### config.mk
export PLATFORM = sky130hd
export DESIGN_NAME = uart_rx_fifo
export DESIGN_NICKNAME = d
export VERILOG_FILES = /design/src/rtl/uart_pkg.sv /design/src/rtl/sync_fifo.sv /design/src/rtl/uart_rx_fifo.sv
export SDC_FILE = /design/constraint.sdc
export NUM_CORES = 1
export LEC_CHECK = 0
export ABC_CLOCK_PERIOD_IN_PS = 3100
export BUFFER_PORTS_ARGS = -buffer_cell sky130_fd_sc_hd__buf_2
export CAP_MARGIN = 40
export CORE_MARGIN = 5
export CORE_UTILIZATION = 52
export CTS_CLUSTER_DIAMETER = 30
export CTS_CLUSTER_SIZE = 8
export DETAILED_ROUTE_END_ITERATION = 6
export PLACE_DENSITY = 0.72
export SLEW_MARGIN = 10
export SYNTH_ARGS = -nofsm -noshare
export SYNTH_HDL_FRONTEND = slang
export SYNTH_HIERARCHICAL = 1
export SYNTH_SLANG_ARGS = --single-unit
### constraint.sdc
create_clock -name clk_i -period 3.1 [get_ports clk_i]
set_input_delay 0.31 -clock clk_i [delete_from_list [all_inputs] [get_ports clk_i]]
set_output_delay 0.31 -clock clk_i [all_outputs]
set_load 0.03 [all_outputs]
### src/rtl/uart_pkg.sv
// Shared types and constants for the UART receive path.
// Frame states, parity encodings and oversample sample points.
package uart_pkg;

  typedef enum logic [2:0] {
    ST_IDLE,
    ST_START,
    ST_DATA,
    ST_PARITY,
    ST_STOP1,
    ST_STOP2
  } rx_state_e;

  localparam logic [1:0] PAR_NONE = 2'b00;
  localparam logic [1:0] PAR_EVEN = 2'b01;
  localparam logic [1:0] PAR_ODD  = 2'b10;

  localparam int OVS = 16;
  localparam logic [3:0] SMP_A = 4'd7;
  localparam logic [3:0] SMP_B = 4'd8;
  localparam logic [3:0] SMP_C = 4'd9;
  localparam logic [3:0] TICK_LAST = 4'(OVS - 1);

  function automatic int entry_w(input int data_w);
    return data_w + 3;
  endfunction

endpackage

### src/rtl/sync_fifo.sv
// Synchronous first-word-fall-through FIFO with occupancy count.
// Head data reads as zero while the FIFO is empty.
module sync_fifo #(
  parameter int W     = 11,
  parameter int DEPTH = 16
) (
  input  logic                       clk_i,
  input  logic                       rst_i,
  input  logic                       push_i,
  input  logic                       pop_i,
  input  logic [W-1:0]               wdata_i,
  output logic [W-1:0]               rdata_o,
  output logic [$clog2(DEPTH):0]     count_o,
  output logic                       full_o,
  output logic                       empty_o
);

  localparam int AW = $clog2(DEPTH);

  logic [W-1:0] mem [DEPTH];
  logic [AW:0]  wptr_q;
  logic [AW:0]  rptr_q;
  logic         do_push;
  logic         do_pop;

  assign empty_o = (wptr_q == rptr_q);
  assign full_o  = (wptr_q[AW] != rptr_q[AW]) &&
                   (wptr_q[AW-1:0] == rptr_q[AW-1:0]);
  assign do_pop  = pop_i && !empty_o;
  // A pop frees the slot a push into a full FIFO needs.
  assign do_push = push_i && (!full_o || do_pop);
  assign count_o = wptr_q - rptr_q;
  assign rdata_o = empty_o ? '0 : mem[rptr_q[AW-1:0]];

  always_ff @(posedge clk_i) begin
    if (rst_i) begin
      wptr_q <= '0;
      rptr_q <= '0;
    end else begin
      if (do_push) wptr_q <= wptr_q + 1'b1;
      if (do_pop)  rptr_q <= rptr_q + 1'b1;
    end
  end

  always_ff @(posedge clk_i) begin
    if (do_push) mem[wptr_q[AW-1:0]] <= wdata_i;
  end

endmodule

### src/rtl/uart_rx_fifo.sv
// UART receiver with runtime frame config, 3-sample majority
// voting on a 16x oversampled line and a buffered error-flag FIFO.
module uart_rx_fifo
  import uart_pkg::*;
#(
  parameter int DATA_W     = 8,
  parameter int FIFO_DEPTH = 16,
  parameter int DIV_W      = 16
) (
  input  logic                          clk_i,
  input  logic                          rst_i,
  input  logic                          uart_rx,
  input  logic                          rx_en_i,
  input  logic [DIV_W-1:0]              baud_div_i,
  input  logic [3:0]                    data_bits_i,
  input  logic [1:0]                    parity_i,
  input  logic                          two_stop_i,
  input  logic                          rd_i,
  input  logic                          clr_i,
  output logic [DATA_W-1:0]             dat_o,
  output logic                          perr_o,
  output logic                          ferr_o,
  output logic                          brk_o,
  output logic                          rx_valid_o,
  output logic                          full_o,
  output logic [$clog2(FIFO_DEPTH):0]   count_o,
  output logic                          overrun_o,
  output logic                          busy_o
);

  localparam int EW = entry_w(DATA_W);

  rx_state_e         state_q, state_d;
  logic              rx_meta, rx_s;
  logic [DIV_W-1:0]  div_q, div_cnt;
  logic [3:0]        tick_cnt, bit_cnt;
  logic [3:0]        nbits_q, nbits_in;
  logic [1:0]        par_q;
  logic              two_q;
  logic              s7, s8;
  logic              par_bit_q, ferr_q, ovr_q;
  logic [DATA_W-1:0] data_q;
  logic              tick, dec, bit_end, bit_val;
  logic              start_det, push, ferr_now;
  logic              perr, brk, par_en, fifo_empty;
  logic [EW-1:0]     entry, head;

  always_ff @(posedge clk_i) begin
    if (rst_i) begin
      rx_meta <= 1'b1;
      rx_s    <= 1'b1;
    end else begin
      rx_meta <= uart_rx;
      rx_s    <= rx_meta;
    end
  end

  always_comb begin
    unique case (1'b1)
      data_bits_i < 4'd5:         nbits_in = 4'd5;
      data_bits_i > 4'(DATA_W):   nbits_in = 4'(DATA_W);
      default:                    nbits_in = data_bits_i;
    endcase
  end

  assign tick    = (state_q != ST_IDLE) && (div_cnt == div_q);
  assign dec     = tick && (tick_cnt == SMP_C);
  assign bit_end = tick && (tick_cnt == TICK_LAST);
  assign bit_val = (s7 & s8) | (s7 & rx_s) | (s8 & rx_s);
  assign par_en  = (par_q == PAR_EVEN) || (par_q == PAR_ODD);

  always_comb begin
    state_d   = state_q;
    start_det = 1'b0;
    push      = 1'b0;
    ferr_now  = ferr_q;
    unique case (state_q)
      ST_IDLE: begin
        if (rx_en_i && !rx_s) begin
          start_det = 1'b1;
          state_d   = ST_START;
        end
      end
      ST_START: begin
        if (dec && bit_val) state_d = ST_IDLE;
        else if (bit_end)   state_d = ST_DATA;
      end
      ST_DATA: begin
        if (bit_end && bit_cnt == nbits_q - 4'd1)
          state_d = par_en ? ST_PARITY : ST_STOP1;
      end
      ST_PARITY: begin
        if (bit_end) state_d = ST_STOP1;
      end
      ST_STOP1: begin
        if (dec) begin
          ferr_now = ferr_q | !bit_val;
          if (!two_q) begin
            push    = 1'b1;
            state_d = ST_IDLE;
          end
        end else if (bit_end) begin
          state_d = ST_STOP2;
        end
      end
      ST_STOP2: begin
        if (dec) begin
          ferr_now = ferr_q | !bit_val;
          push     = 1'b1;
          state_d  = ST_IDLE;
        end
      end
      default: state_d = ST_IDLE;
    endcase
    // Disabling the receiver drops the frame in flight.
    if (!rx_en_i && state_q != ST_IDLE) begin
      state_d = ST_IDLE;
      push    = 1'b0;
    end
  end

  always_ff @(posedge clk_i) begin
    if (rst_i) state_q <= ST_IDLE;
    else       state_q <= state_d;
  end

  always_ff @(posedge clk_i) begin
    if (rst_i) begin
      div_q     <= '0;
      div_cnt   <= '0;
      tick_cnt  <= '0;
      bit_cnt   <= '0;
      nbits_q   <= 4'd5;
      par_q     <= PAR_NONE;
      two_q     <= 1'b0;
      s7        <= 1'b1;
      s8        <= 1'b1;
      par_bit_q <= 1'b0;
      ferr_q    <= 1'b0;
      data_q    <= '0;
    end else if (start_det) begin
      div_q     <= baud_div_i;
      div_cnt   <= '0;
      tick_cnt  <= '0;
      bit_cnt   <= '0;
      nbits_q   <= nbits_in;
      par_q     <= parity_i;
      two_q     <= two_stop_i;
      par_bit_q <= 1'b0;
      ferr_q    <= 1'b0;
      data_q    <= '0;
    end else begin
      if (tick) begin
        div_cnt  <= '0;
        tick_cnt <= tick_cnt + 4'd1;
      end else if (state_q != ST_IDLE) begin
        div_cnt  <= div_cnt + 1'b1;
      end
      if (tick && tick_cnt == SMP_A) s7 <= rx_s;
      if (tick && tick_cnt == SMP_B) s8 <= rx_s;
      if (dec) begin
        unique case (state_q)
          ST_DATA: begin
            for (int i = 0; i < DATA_W; i++)
              if (bit_cnt == 4'(i)) data_q[i] <= bit_val;
          end
          ST_PARITY:          par_bit_q <= bit_val;
          ST_STOP1, ST_STOP2: ferr_q    <= ferr_now;
          default: ;
        endcase
      end
      if (bit_end && state_q == ST_DATA) bit_cnt <= bit_cnt + 4'd1;
    end
  end

  assign perr  = par_en &&
                 (par_bit_q ^ (^data_q) ^ (par_q == PAR_ODD));
  assign brk   = (data_q == '0) && ferr_now && !par_bit_q;
  assign entry = {brk, ferr_now, perr, data_q};

  // A pop in the same cycle makes room, so only a stalled push drops.
  always_ff @(posedge clk_i) begin
    if (rst_i)                       ovr_q <= 1'b0;
    else if (push && full_o && !rd_i) ovr_q <= 1'b1;
    else if (clr_i)                  ovr_q <= 1'b0;
  end

  sync_fifo #(
    .W     (EW),
    .DEPTH (FIFO_DEPTH)
  ) u_fifo (
    .clk_i   (clk_i),
    .rst_i   (rst_i),
    .push_i  (push),
    .pop_i   (rd_i),
    .wdata_i (entry),
    .rdata_o (head),
    .count_o (count_o),
    .full_o  (full_o),
    .empty_o (fifo_empty)
  );

  assign dat_o      = head[DATA_W-1:0];
  assign perr_o     = head[DATA_W];
  assign ferr_o     = head[DATA_W+1];
  assign brk_o      = head[DATA_W+2];
  assign rx_valid_o = !fifo_empty;
  assign overrun_o  = ovr_q;
  assign busy_o     = (state_q != ST_IDLE);

endmodule

==> metrics <==
register area share after synthesis 61.9%; Cells after DPL between 1,000 and 1,500; Mapped Avg Cell Area 14.0 um^2; Num CTS Buffers 45; RSZ-0062 raised after global routing no; crit-path max cell delay around 0.60 ns; diode count 0; CTS root buf clkbuf_16; critical path startpoint category register; r2r endpoint u_fifo/mem[12][5]; clock sink count between 200 and 300; Ys Warns 6; Max H-tree Level 2; most frequent cells in the layout edfxtp_1 (176), dfxtp_1 (75), nand2_1 (66); r2r worst-path depth 10; DRC viols 0; static leakage about 4.7 nW; final WL 22.8 mm; die area 24,300 um^2; port bufs 48; GRT Total Usage a little under a fifth; Crit path max-delay family multiplexers; Core ar. roughly 21,000 um^2; CP arrival ~2.7 ns; Max transition margin approximately two fifths; synthesized instance count between 700 and 800; Starting Density between 50% and 60%; setup TNS 0 ns; initial antenna violation count 1; Die Span Y 156 um; Fill cells 1,522; first-pass GRT wire length about 37 mm; RD Place Congestion around 0.86; Peak supply drop 0.000366 V; wire length per cell between 15 and 20 um; chip width roughly 160 um; CP dominant cell by count a211oi_1; Worst Path Required about 2.8 ns; most common cell after layout, fill and taps aside edfxtp_1; fin crit period approximately 3 ns; clock skew about 0.024 ns; vias in the first global route between 6,000 and 7,000; reg2reg start state_q[0]; critical path class reg -> out; PwrDens between 600 and 700 nW/um^2; Final Cycle Share between 90 and 100%; cell depth of the worst setup path 6; worst-path cell chain buf_12 -> mux4_1 -> nor2b_1 -> a211oi_1 -> a211oi_1 -> buf_2; Max Cap Viol 0; status complete, no violations; DR vias between 6,000 and 7,000; Yosys reg bits 255; Layout Area Growth over Synthesis 19.0%; fin cells roughly 1,200; EDFF count, synth around 180; DRT iter0 DRCs ~480; dpl hpwl roughly 15 mm; pre-CTS setup slack 0.360 ns; Final Hold Viols 0; leading register cell type out of synthesis edfxtp_1; Hold Crit Class in -> reg; Mapped Nets ~840; Max Slew Vio Count 0; Clk pin slew, worst setup/hold paths around 0.050 ns; gr ovfl total 0; vias per inst about 5.6; ANT nets after route 0; CP max FO 28; Nets between 900 and 1,000; pin count of the biggest net entering global routing 45; setup ws final approximately 0.096 ns; Peak Freq roughly 330 MHz; Tightest Pin Transition around 0.9 ns; share of cells above drive strength 1 between 20% and 30%; R2R Setup Slk 0.31 ns; io pins 49; clock latency on the worst-skew pair approximately 0.53 ns; DRT Pass-1 Iters 5; Async SR Flop Fraction 0%; CTS tree built; WP buf/inv 2; # Post-CTS Setup Buffers 0; Post-Syn Area ~11,000 um^2; Core Rows 53; Cell variety after synth 65; crit path max-delay cell type mux4_1; Worst Setup EP dat_o[3]; Bufs on Longest Clock Path 3; CP Capture Type primary output; final setup fails 0
## cell usage after synthesis (all sizes together) (21+ instances only)
cell    instances  area share, %
mux4           44            9.2
a21oi          33            1.5
nand3          24            1.1
xnor2          32            2.6
nor2           65            2.4
xor2           25            2.0
inv            29            1.0
nand2          66            2.2
edfxtp        176             48
dfxtp          79             14
buf            21            1.7
ha             23            2.6
a211oi         22            1.5
## worst min path at each step
stage                  startpoint                to  cells after the start  slack, ns
floorplan                   rst_i  u_fifo/wptr_q[4]                      1       0.38
global placement          rx_meta              rx_s                      1       0.39
detailed placement        rx_meta              rx_s                      1       0.40
CTS                 baud_div_i[0]          div_q[0]                      3       0.01
global route        baud_div_i[7]          div_q[7]                      3       0.02
finish              baud_div_i[7]          div_q[7]                      3       0.03
## report_power, final
part           leakage [nW]  switching [W]  total (W)  internal (W)
clock network         0.675        0.00154    0.00449       0.00295
registers              2.44      0.0000137    0.00363       0.00362
logic                  1.60      0.0000893   0.000145     0.0000559
## layer usage
layer  vias to the layer above  global-route usage (%)  part of all wire (%)
met4                         2                    5.96                   2.6
met3                        47                    4.30                   6.3
li1                       3169                       -                     -
met2                       205                    30.8                    48
met1                      3286                    26.3                    43
met5                         -                       0                 0.031
## timing repair
action,4_1_cts,5_1_grt
setup endpoints to repair,0,4
hold buffers,1,0
endpoints found under the hold margin,1,0
resized for setup,0,2
## cell type report
class | instances | area, um^2 | share of cell area [%]
Multi-Input combinational cell | 470 | 3860 | 29.2
Clock inverter | 15 | 164 | 1.24
Sequential cell | 255 | 6870 | 52.1
Inverter | 29 | 111 | 0.844
Timing Repair Buffer | 89 | 592 | 4.49
Clock buffer | 65 | 1250 | 9.49
Tap cell | 275 | 344 | 2.61
## tightest hold or removal path, cell delays in order
cell	delay [ns]
buf_2	0.09
nand2_1	0.05
a21oi_1	0.05
## logic make-up after synthesis
kind of cell,after synthesis,share of synthesized area (%)
flops,255,61.9
fa+ha+maj,25,2.87
simple gates,227,10.2
xor+xnor,57,4.57
buf+inv,66,3.52
compound gates,101,6.22
mux,60,10.7
## stage by stage
stage,total power [W],utilization (%),hold WS (ns),cell area (um^2)
after floorplan,0.00379,-,0.379,11100
after global placement,0.00383,55.9,0.394,11800
after detailed placement,0.00383,56.0,0.396,11800
after CTS,0.00835,62.7,0.0132,13200
after global routing,0.00854,62.7,0.0200,13200
final,0.00827,62.7,0.0291,13200
## state kept, by name (all words and copies together) (netlist names), 2 cells and up, named ones only
register       count
u_fifo/wptr_q      5
u_fifo/rptr_q      5
bit_cnt            4
div_cnt           16
state_q            3
div_q             16
tick_cnt           4
nbits_q            4
u_fifo/mem       176
par_q              2
data_q             8
Note: power is estimated with default switching activity, not from simulation.
